File: src/rtl/vga_axi_rd_arbiter.sv
// vga_axi_rd_arbiter: shares one AXI4 read port between VGA scanout (m0, priority) and a secondary client (m1)
// Ports: clk/rst (async, active-high); m0_*/m1_* master AR inputs with arready back and R outputs with rready in;
//        axi_* forwarded AR payload/valid and R data/valid with rready out; grant_id (current/last grant);
//        busy (burst in flight); proto_err (sticky beat-count vs ARLEN mismatch).
module vga_axi_rd_arbiter #(
    parameter int MAX_CONSEC = 4
) (
    input  logic        clk,
    input  logic        rst,
    input  logic [31:0] m0_araddr,
    input  logic [7:0]  m0_arlen,
    input  logic [2:0]  m0_arsize,
    input  logic [1:0]  m0_arburst,
    input  logic        m0_arvalid,
    output logic        m0_arready,
    output logic [31:0] m0_rdata,
    output logic [1:0]  m0_rresp,
    output logic        m0_rvalid,
    output logic        m0_rlast,
    input  logic        m0_rready,
    input  logic [31:0] m1_araddr,
    input  logic [7:0]  m1_arlen,
    input  logic [2:0]  m1_arsize,
    input  logic [1:0]  m1_arburst,
    input  logic        m1_arvalid,
    output logic        m1_arready,
    output logic [31:0] m1_rdata,
    output logic [1:0]  m1_rresp,
    output logic        m1_rvalid,
    output logic        m1_rlast,
    input  logic        m1_rready,
    output logic [31:0] axi_araddr,
    output logic [7:0]  axi_arlen,
    output logic [2:0]  axi_arsize,
    output logic [1:0]  axi_arburst,
    output logic        axi_arvalid,
    input  logic        axi_arready,
    input  logic [31:0] axi_rdata,
    input  logic [1:0]  axi_rresp,
    input  logic        axi_rvalid,
    input  logic        axi_rlast,
    output logic        axi_rready,
    output logic        grant_id,
    output logic        busy,
    output logic        proto_err
);
    typedef enum logic [1:0] {IDLE, ADDR, DATA} state_t;
    localparam logic [3:0] MAXC = 4'(MAX_CONSEC);
    state_t     state_q;
    logic       grant_q, busy_q, err_q;
    logic [3:0] starve_q, starve_d;
    logic [8:0] beat_q, beat_d;
    logic [7:0] len_q;
    logic       pick0, pick1, in_addr, in_data, ar_hs, r_hs, len_bad;
    // m0 keeps priority until m1 has watched MAX_CONSEC m0 grants go by
    assign pick0   = m0_arvalid && (!m1_arvalid || starve_q < MAXC);
    assign pick1   = !pick0 && m1_arvalid;
    assign in_addr = state_q == ADDR;
    assign in_data = state_q == DATA;
    assign ar_hs   = axi_arvalid && axi_arready;
    assign r_hs    = axi_rvalid && axi_rready;
    always_comb begin
        starve_d = (starve_q == 4'hf) ? starve_q : starve_q + 4'd1;
        beat_d   = beat_q + 9'd1;
        // early rlast, or the expected final beat arriving without rlast
        len_bad  = axi_rlast ? (beat_q != {1'b0, len_q}) : (beat_q == {1'b0, len_q});
    end
    assign axi_araddr  = in_addr ? (grant_q ? m1_araddr  : m0_araddr)  : '0;
    assign axi_arlen   = in_addr ? (grant_q ? m1_arlen   : m0_arlen)   : '0;
    assign axi_arsize  = in_addr ? (grant_q ? m1_arsize  : m0_arsize)  : '0;
    assign axi_arburst = in_addr ? (grant_q ? m1_arburst : m0_arburst) : '0;
    assign axi_arvalid = in_addr && (grant_q ? m1_arvalid : m0_arvalid);
    assign m0_arready  = in_addr && !grant_q && axi_arready;
    assign m1_arready  = in_addr && grant_q && axi_arready;
    assign axi_rready  = in_data && (grant_q ? m1_rready : m0_rready);
    assign m0_rvalid   = in_data && !grant_q && axi_rvalid;
    assign m1_rvalid   = in_data && grant_q && axi_rvalid;
    assign m0_rlast    = in_data && !grant_q && axi_rlast;
    assign m1_rlast    = in_data && grant_q && axi_rlast;
    assign m0_rdata    = axi_rdata;
    assign m1_rdata    = axi_rdata;
    assign m0_rresp    = axi_rresp;
    assign m1_rresp    = axi_rresp;
    assign grant_id    = grant_q;
    assign busy        = busy_q;
    assign proto_err   = err_q;
    always_ff @(posedge clk or posedge rst) begin
        if (rst) begin
            state_q  <= IDLE;
            grant_q  <= 1'b0;
            busy_q   <= 1'b0;
            err_q    <= 1'b0;
            starve_q <= '0;
            beat_q   <= '0;
            len_q    <= '0;
        end else begin
            case (state_q)
                IDLE: if (pick0 || pick1) begin
                    state_q  <= ADDR;
                    busy_q   <= 1'b1;
                    grant_q  <= pick1;
                    len_q    <= pick1 ? m1_arlen : m0_arlen;
                    beat_q   <= '0;
                    starve_q <= pick1 ? 4'd0 : (m1_arvalid ? starve_d : starve_q);
                end
                ADDR: if (ar_hs) state_q <= DATA;
                DATA: if (r_hs) begin
                    beat_q <= beat_d;
                    if (len_bad) err_q <= 1'b1;
                    if (axi_rlast) begin
                        state_q <= IDLE;
                        busy_q  <= 1'b0;
                    end
                end
                default: begin
                    state_q <= IDLE;
                    busy_q  <= 1'b0;
                end
            endcase
        end
    end
endmodule

File: config.mk
export PLATFORM = sky130hd
export DESIGN_NAME = vga_axi_rd_arbiter
export DESIGN_NICKNAME = d
export VERILOG_FILES = /design/src/rtl/vga_axi_rd_arbiter.sv
export SDC_FILE = /design/constraint.sdc
export NUM_CORES = 1
export LEC_CHECK = 0
export ABC_CLOCK_PERIOD_IN_PS = 1500
export BUFFER_PORTS_ARGS = -buffer_cell sky130_fd_sc_hd__buf_2
export CAP_MARGIN = 40
export CORE_AREA = 2 2 99 101
export DETAILED_ROUTE_END_ITERATION = 10
export DIE_AREA = 0 0 101 103
export PLACE_DENSITY = 0.66
export SYNTH_ARGS = -nofsm -noshare
export SYNTH_HDL_FRONTEND = slang
export SYNTH_SLANG_ARGS = --single-unit
File: constraint.sdc
create_clock -name clk -period 1.5 [get_ports clk]
set_input_delay 0.3 -clock clk [delete_from_list [all_inputs] [get_ports clk]]
set_output_delay 0.3 -clock clk [all_outputs]
set_load 0.01 [all_outputs]
# ---- After elaboration in Yosys (flattened, before gate mapping)
# Cells that the tools add are included.
dict set report word_totals {
  rom_bits 0
  mem_count 0
  ramBits 0
  output_inout_bits 124
  input_bits 133
  latchBits 0
  regBits 26
}
dict set report op_classes {
  shifts 0
  div_mod_pow 0
  multipliers 0
  reduce_logical 30
  bitwise_logic 1
  n_eq_ne 10
  muxes 27
  order_cmp 1
  addsub 2
}
# operator n
set op_table {}
lappend op_table {{$mux W32} 2}
lappend op_table {{$mux W8} 3}
lappend op_table {{$mux W9} 2}
lappend op_table {{$pmux W9 S2} 1}
lappend op_table {{$logic_and A1 B1 Y1} 16}
lappend op_table {{$mux W2} 6}
lappend op_table {{$mux W4} 3}
lappend op_table {{$reduce_and A4 Y1} 3}
lappend op_table {{$add A9 B1 Y9 const B} 1}
lappend op_table {{$eq A9 B8 Y1} 1}
lappend op_table {{$ne A9 B8 Y1} 1}
lappend op_table {{$mux W1} 6}
lappend op_table {{$mux W3} 2}
lappend op_table {{$ne A2 B2 Y1 const B} 3}
lappend op_table {{$pmux W2 S3} 1}
lappend op_table {{$reduce_and A3 Y1} 2}
lappend op_table {{$add A4 B1 Y4 const B} 1}
lappend op_table {{$eq A4 B4 Y1 const B} 1}
lappend op_table {{$lt A4 B3 Y1 const B} 1}
lappend op_table {{$ne A2 B1 Y1 const B} 2}
lappend op_table {{$reduce_bool A2 Y1} 2}
lappend op_table {{$logic_not A1 Y1} 3}
lappend op_table {{$pmux W1 S3} 1}
lappend op_table {{$eq A2 B1 Y1 const B} 1}
lappend op_table {{other kinds (5)} 6}

# ---- Depth between registers and ports, before layout
# Gate-level depths: netlist of run 1.
dict set report logic_depth {
  word_depth 8
  depth_mapped 6
  depth_no_buf 4
}

# ---- Worst setup path after synthesis of run 1
# No wires, ideal clock.
dict set report synth_path {
  path_type {reg-to-output}
  startpoint {register state_q[1]}
  endpoint {output port axi_araddr[10]}
  t_required_ns 1.200
  arrival_time_ns 1.382
  setup_slack_ns -0.182
  path_buffers 3
  stages_incl_launch_ff 6
  cell_sequence {dfrtp_1 buf_4 and3b_2 buf_2 buf_1 a22o_1}
}
dict set report synth_between {
  elab_chain_cells 2
}
# element line
set synth_lines {}
lappend synth_lines {{start, declared} 49} ;# state_t state_q;
lappend synth_lines {{start signal, assigned} 89} ;# state_q <= IDLE;
lappend synth_lines {{start signal, assigned} 99} ;# state_q <= ADDR;
lappend synth_lines {{start signal, assigned} 106} ;# ADDR: if (ar_hs) state_q <= DATA;
lappend synth_lines {{$eq A2 B1 Y1} 58} ;# assign in_addr = state_q == ADDR;
lappend synth_lines {{$mux W32} 68} ;# assign axi_araddr = in_addr ? (grant_q ? m1_araddr : m0_araddr) : '0;
lappend synth_lines {{end, declared} 32} ;# output logic [31:0] axi_araddr,
# No other way between the ends.

# ---- Final worst setup path of run 1
dict set report layout_path {
  startpoint {register state_q[1]}
  endpoint {output port axi_arsize[2]}
}
dict set report layout_between {
  elab_chain_cells 2
}
# element line
set layout_lines {}
lappend layout_lines {{$eq A2 B1 Y1} 58}
lappend layout_lines {{$mux W3} 70} ;# assign axi_arsize = in_addr ? (grant_q ? m1_arsize : m0_arsize) : '0;
lappend layout_lines {{end, declared} 34} ;# output logic [2:0] axi_arsize,
# No other way between the ends.

==> results of run 1 <==
report_power, final:
group	switching [W]	internal (W)	leakage [nW]
Combinational	0.00189	0.00200	1.45
Sequential	0.000157	0.000902	0.334
Clock	0.000211	0.000234	0.0288
registers in the layout, summed over array words and instances, names as in the netlist:
signal and count:
len_q 8, state_q 2, beat_q 9, proto_err 1, grant_id 1, busy 1
starve_q 4
worst min-delay path by stage:
stage	end	depth (start not counted)
after detailed placement	busy	3
after global routing	proto_err	3
after floorplan	beat_q[0]	1
after global placement	busy	3
after CTS	proto_err	3
final	proto_err	3
stage by stage:
step	setup WS [ns]	hold WS [ns]	utilization (%)	cell area [sq um]
2_1_floorplan	-0.0369	0.340	-	2510
3_3_place_gp	-0.0830	0.373	31.9	3020
3_5_place_dp	-0.125	0.379	31.9	3020
4_1_cts	-0.335	0.0840	34.8	3290
5_1_grt	-0.437	0.124	36.1	3410
6_report	-0.364	0.0688	36.1	3410
worst max-delay path: cells and delay by family (launching register included):
family | cells | cell delay (ns)
buffers and inverters | 3 | 0.46
AND/OR/NAND/NOR | 1 | 0.23
flip-flops | 1 | 0.44
AO/OA/AOI/OAI | 1 | 0.17
cell type report:
type	count	area, sq um	share of cell area (%)
clock buffers	4	55.1	1.61
inverters	5	21.3	0.624
multi-input cells	160	1320	38.8
flip-flops and latches	26	653	19.1
well taps	114	143	4.18
repair buffers	193	1210	35.6
per-layer routing:
| metal | track usage (%) | share of wire, % |
|---|---|---|
| met1 | 16.5 | 40 |
| met2 | 22.5 | 51 |
| met3 | 4.07 | 8.2 |
| met4 | 3.22 | 1.2 |
| met5 | 0 | 0 |
timing repair:
action,CTS,global route
endpoints found under the setup margin,61,76
buffers inserted,8,5
pin swaps,9,8
gates cloned,1,1
endpoints found under the hold margin,0,0
resized for setup,31,14
placed cells by master, fill, tap and decap left out, types with 5 or more instances in the layout:
cell type	n
buf_2	150
a22o_1	47
buf_4	25
dfrtp_1	24
nand2_1	14
nor2_1	11
buf_6	11
o21ai_0	10
xor2_1	9
mux2i_1	9
buf_12	5
kinds of logic after synthesis:
group | after synthesis
buf+inv | 89
fa+ha+maj | 2
xor+xnor | 13
mux | 12
compound gates | 73
simple gates | 60
flops | 26
==> metrics.txt, run 1 <==
H-tree depth 1; max_cap viols 0; Residual DRC 0; area fraction in compound gates after synthesis 23.4%; synth warn 0; Final TNS setup -18.11 ns; Critical Path Sink axi_arsize[2]; DRT iter0 DRCs 43; buffers added on ports 154; # IOs 257; drt first pass iters 4; drt wl/cell 16.1 um; Post-synth EDFFs 0; GRT Residual Overflow 0; Synth area leaders dfrtp_1, buf_4, a22o_1; mux cell area share after synthesis 5.70%; CTS tree done; Global Route Usage Sum 13.2%; failing checks setup timing; fillers 971; leakage power total 1.81 nW; Reg clk slew, reported paths 0.09 ns; status complete, but fails checks; Req. time, crit path 1.20 ns; top post-synthesis cells by count buf_4, a22o_1, dfrtp_1; main combinational cell family by area after synthesis buffers and inverters; Syn Nets 410; initial antenna violation count 1; antenna viol nets, final 0; first-pass GRT wire length 10.9 mm; GP Congestion 0.800; post-layout min period 1.86 ns; RSZ-0062 raised after global routing true; Hold Path Class input pin to async pin; Syn Std Cell Area 2440 sq um; Synth Flop Type dfrtp_1; Critical Path Fanout Max 12; CP Launch Point state_q[1]; Setup CP Type flip-flop to output pin; final WL 8.07 mm; post-synthesis xor/xnor area fraction 4.67%; CTS buffer count 3; final setup violation count 65; number of diodes 0; largest net degree at the start of global routing 28; Pwr Total 0.00539 W; Chip Height 103 um; Clock Skew 0.00424 ns; Synth Register Bits 26; Sink Count 26; Worst Tran Pin Value 0.338 ns; fmax 537 MHz; maximum vdd drop 0.657 mV; Die W 101 um; Post-Synth Simple-Gate Area 13.4%; cell taking the most area after synthesis dfrtp_1; Vias/cell 4.79; Core Area 9460 sq um; layout cells sized above 1 59.5%; crit path DAT 1.56 ns; Max clock buf depth 2; clk root buf clkbuf_8; Worst slew margin 77.3%; Reg2Reg Launch Point grant_id; R2R Setup Slk -0.22 ns; Synth async-reset ratio 100%; Power per Cell Area 1580 nW/um^2; CP Capture Type output pin; Die ar. 10400 sq um; PnR worst setup slack -0.364 ns; syn avg cell area 8.87 sq um; hold_buf cts 0; fin. max-slew vios 0; via count 2406; nets@finish 524; dpl hpwl 5.99 mm; critical path launch point type flip-flop; synthesized netlist cell count 275; Syn-to-layout area delta 39.9%; Non-Filler Instances 502; adder-cell area share of the yosys netlist 1.03%; Site Rows 36; sequential area share after synthesis 26.7%; RR Endpoint beat_q[8]; critical path cell sequence nor3b_4 -> buf_4 -> clkbuf_16 -> a22o_1 -> buf_6; placed cells 483; max incr delay on CP 0.44 ns; most frequent cell after synthesis buf_4; depth of the worst register-to-register path 6; post-synthesis cell type count 46; final hold vios 0; worst skew pair latency 0.27 ns; number of global-route vias before repair 2209; post-synth top area share 26.7%; Worst path slowest cell dfrtp_2; starting density of the core 25.8%; final worst path period share 124%
Power figures use the tool's default switching activity.
==> inputs of run 2 (changes only) <==
RECOVER_POWER = 25   (was default)
==> run 2 against run 1 <==
  * The run still ends with setup timing left
  * Count of clock-buffer cells in the layout unchanged
  * Die area is the same
  * Maximum frequency about the same
  * Utilization hardly changed
  * Hold slack improved by 0.12 ns
  * Clock power about the same
  * Critical endpoint unchanged
  * Largest cell class unchanged
==> metrics.txt, run 2 (synthesis gave the netlist of run 1 again) <==
layout cells sized above 1 59.5%; Clock Skew 0.00442 ns; Gate power share 72.1%; number of diodes 0; CP Capture Type output pin; placed inst area 3020 sq um; Worst slew margin 54.8%; switching portion of total power 41.8%; Place WS -0.125 ns; antenna viol nets, final 0; R2R Setup Slk -0.22 ns; starting density of the core 25.8%; # IOs 257; Critical Path Fanout Max 12; Core Area 9460 sq um; Setup CP Type flip-flop to output pin; Site Rows 36; drt first pass iters 4; max FFs per register 9; critical path launch point type flip-flop; clock share of power 8.3%; Sink Count 26; Req. time, crit path 1.20 ns; most frequent cells in the layout buf_2, a22o_1, dfrtp_1, buf_4, nand2_1; RR Endpoint beat_q[8]; GR Util met2 22.5%; Power per Cell Area 1580 nW/um^2; nets@finish 524; final worst path period share 124%; PnR worst setup slack -0.364 ns; crit path DAT 1.56 ns; Residual DRC 0; FF+latch area 653 sq um; H-tree depth 1; met1 global-route usage 16.5%; fin. max-slew vios 0; CTS tree done; Net Sw Power 0.00225 W; worst skew pair latency 0.27 ns; multi-input logic area 1320 sq um; hold_buf cts 0; Largest Register beat_q; Chip Height 103 um; number of global-route vias before repair 2209; Final TNS setup -18.10 ns; Reg power frac 19.7%; GP Congestion 0.800; final hold vios 0; Die W 101 um; max_cap viols 0; P_int 0.00314 W; Global Route Usage Sum 13.2%; Worst Tran Pin Value 0.678 ns; final setup violation count 65; Syn-to-layout area delta 39.8%; Pwr Total 0.00539 W; DRT iter0 DRCs 40; GRT Residual Overflow 0; biggest regs beat_q x9, len_q x8, starve_q x4; CTS buffer count 3; status complete, but fails checks; Hold Path Class input pin to async pin; fillers 971; first-pass GRT wire length 10.9 mm; Most Crowded Layer GR met2; failing checks setup timing; Vias/cell 4.79; clk root buf clkbuf_8; RSZ-0062 raised after global routing true; maximum vdd drop 0.657 mV; initial antenna violation count 1; leakage power total 1.81 nW; via count 2407; dpl hpwl 5.99 mm; Die ar. 10400 sq um; drt wl/cell 16.0 um; Reg clk slew, reported paths 0.09 ns; Max clock buf depth 2; GRT met3 Usage 4.07%; Reg2Reg Launch Point grant_id; post-layout min period 1.86 ns; buffers added on ports 154; largest net degree at the start of global routing 28; final WL 8.05 mm; most common cell after layout, fill and taps aside buf_2; fmax 537 MHz; depth of the worst register-to-register path 6; fin area 3410 sq um
## run 2: cell types whose count changed in the layout (fill, tap and decap cells not counted)
cell	before	now
clkbuf_2	0	1
buf_4	25	24
## run 2: power groups by stage
stage / Clock (W) / Sequential, W / Combinational (W)
after floorplan: 0 / 0.00104 / 0.00228
after global placement: 0 / 0.00108 / 0.00318
after detailed placement: 0 / 0.00109 / 0.00322
after CTS: 0.000459 / 0.00106 / 0.00367
after global routing: 0.000500 / 0.00109 / 0.00424
final: 0.000445 / 0.00106 / 0.00388
## run 2: area by class of cell
cell class	instances	share of cell area [%]
flip-flops and latches	26	19.2
repair buffers	193	35.6
well taps	114	4.19
clock buffers	4	1.62
inverters	5	0.624
multi-input cells	160	38.8
## run 2: stage by stage
stage / hold WS, ns / std cells / utilization (%)
global route: 0.266 / 502 / 36.0
finish: 0.192 / 502 / 36.0
global placement: 0.373 / 483 / 31.9
CTS: 0.0840 / 496 / 34.8
detailed placement: 0.379 / 483 / 31.9
floorplan: 0.340 / 275 / -
## run 2: worst max path at each step
stage	from	end	slack [ns]	cells past startpoint
2_1_floorplan	grant_id	axi_araddr[10]	-0.04	5
3_3_place_gp	beat_q[2]	proto_err	-0.08	5
3_5_place_dp	state_q[1]	beat_q[4]	-0.12	5
4_1_cts	state_q[1]	axi_arlen[4]	-0.34	5
5_1_grt	state_q[1]	axi_arvalid	-0.44	5
6_report	state_q[1]	axi_arsize[2]	-0.36	5
## run 2: metal layers
metal,wire length (um),vias to the layer above
li1,-,1150
met1,3210,1135
met2,4080,98
met3,658,24
met4,97,0
met5,0,-
## run 2: repair_timing
action / CTS / global route
cloned: 1 / 1
pin swaps: 9 / 8
endpoints found under the setup margin: 61 / 76
gates resized for setup: 31 / 14
setup buffers: 8 / 5
## run 2: critical path, cell delays in order (launching register included)
cell	delay, ns
dfrtp_2	0.44
nor3b_4	0.23
buf_4	0.18
clkbuf_16	0.17
a22o_1	0.17
buf_6	0.11
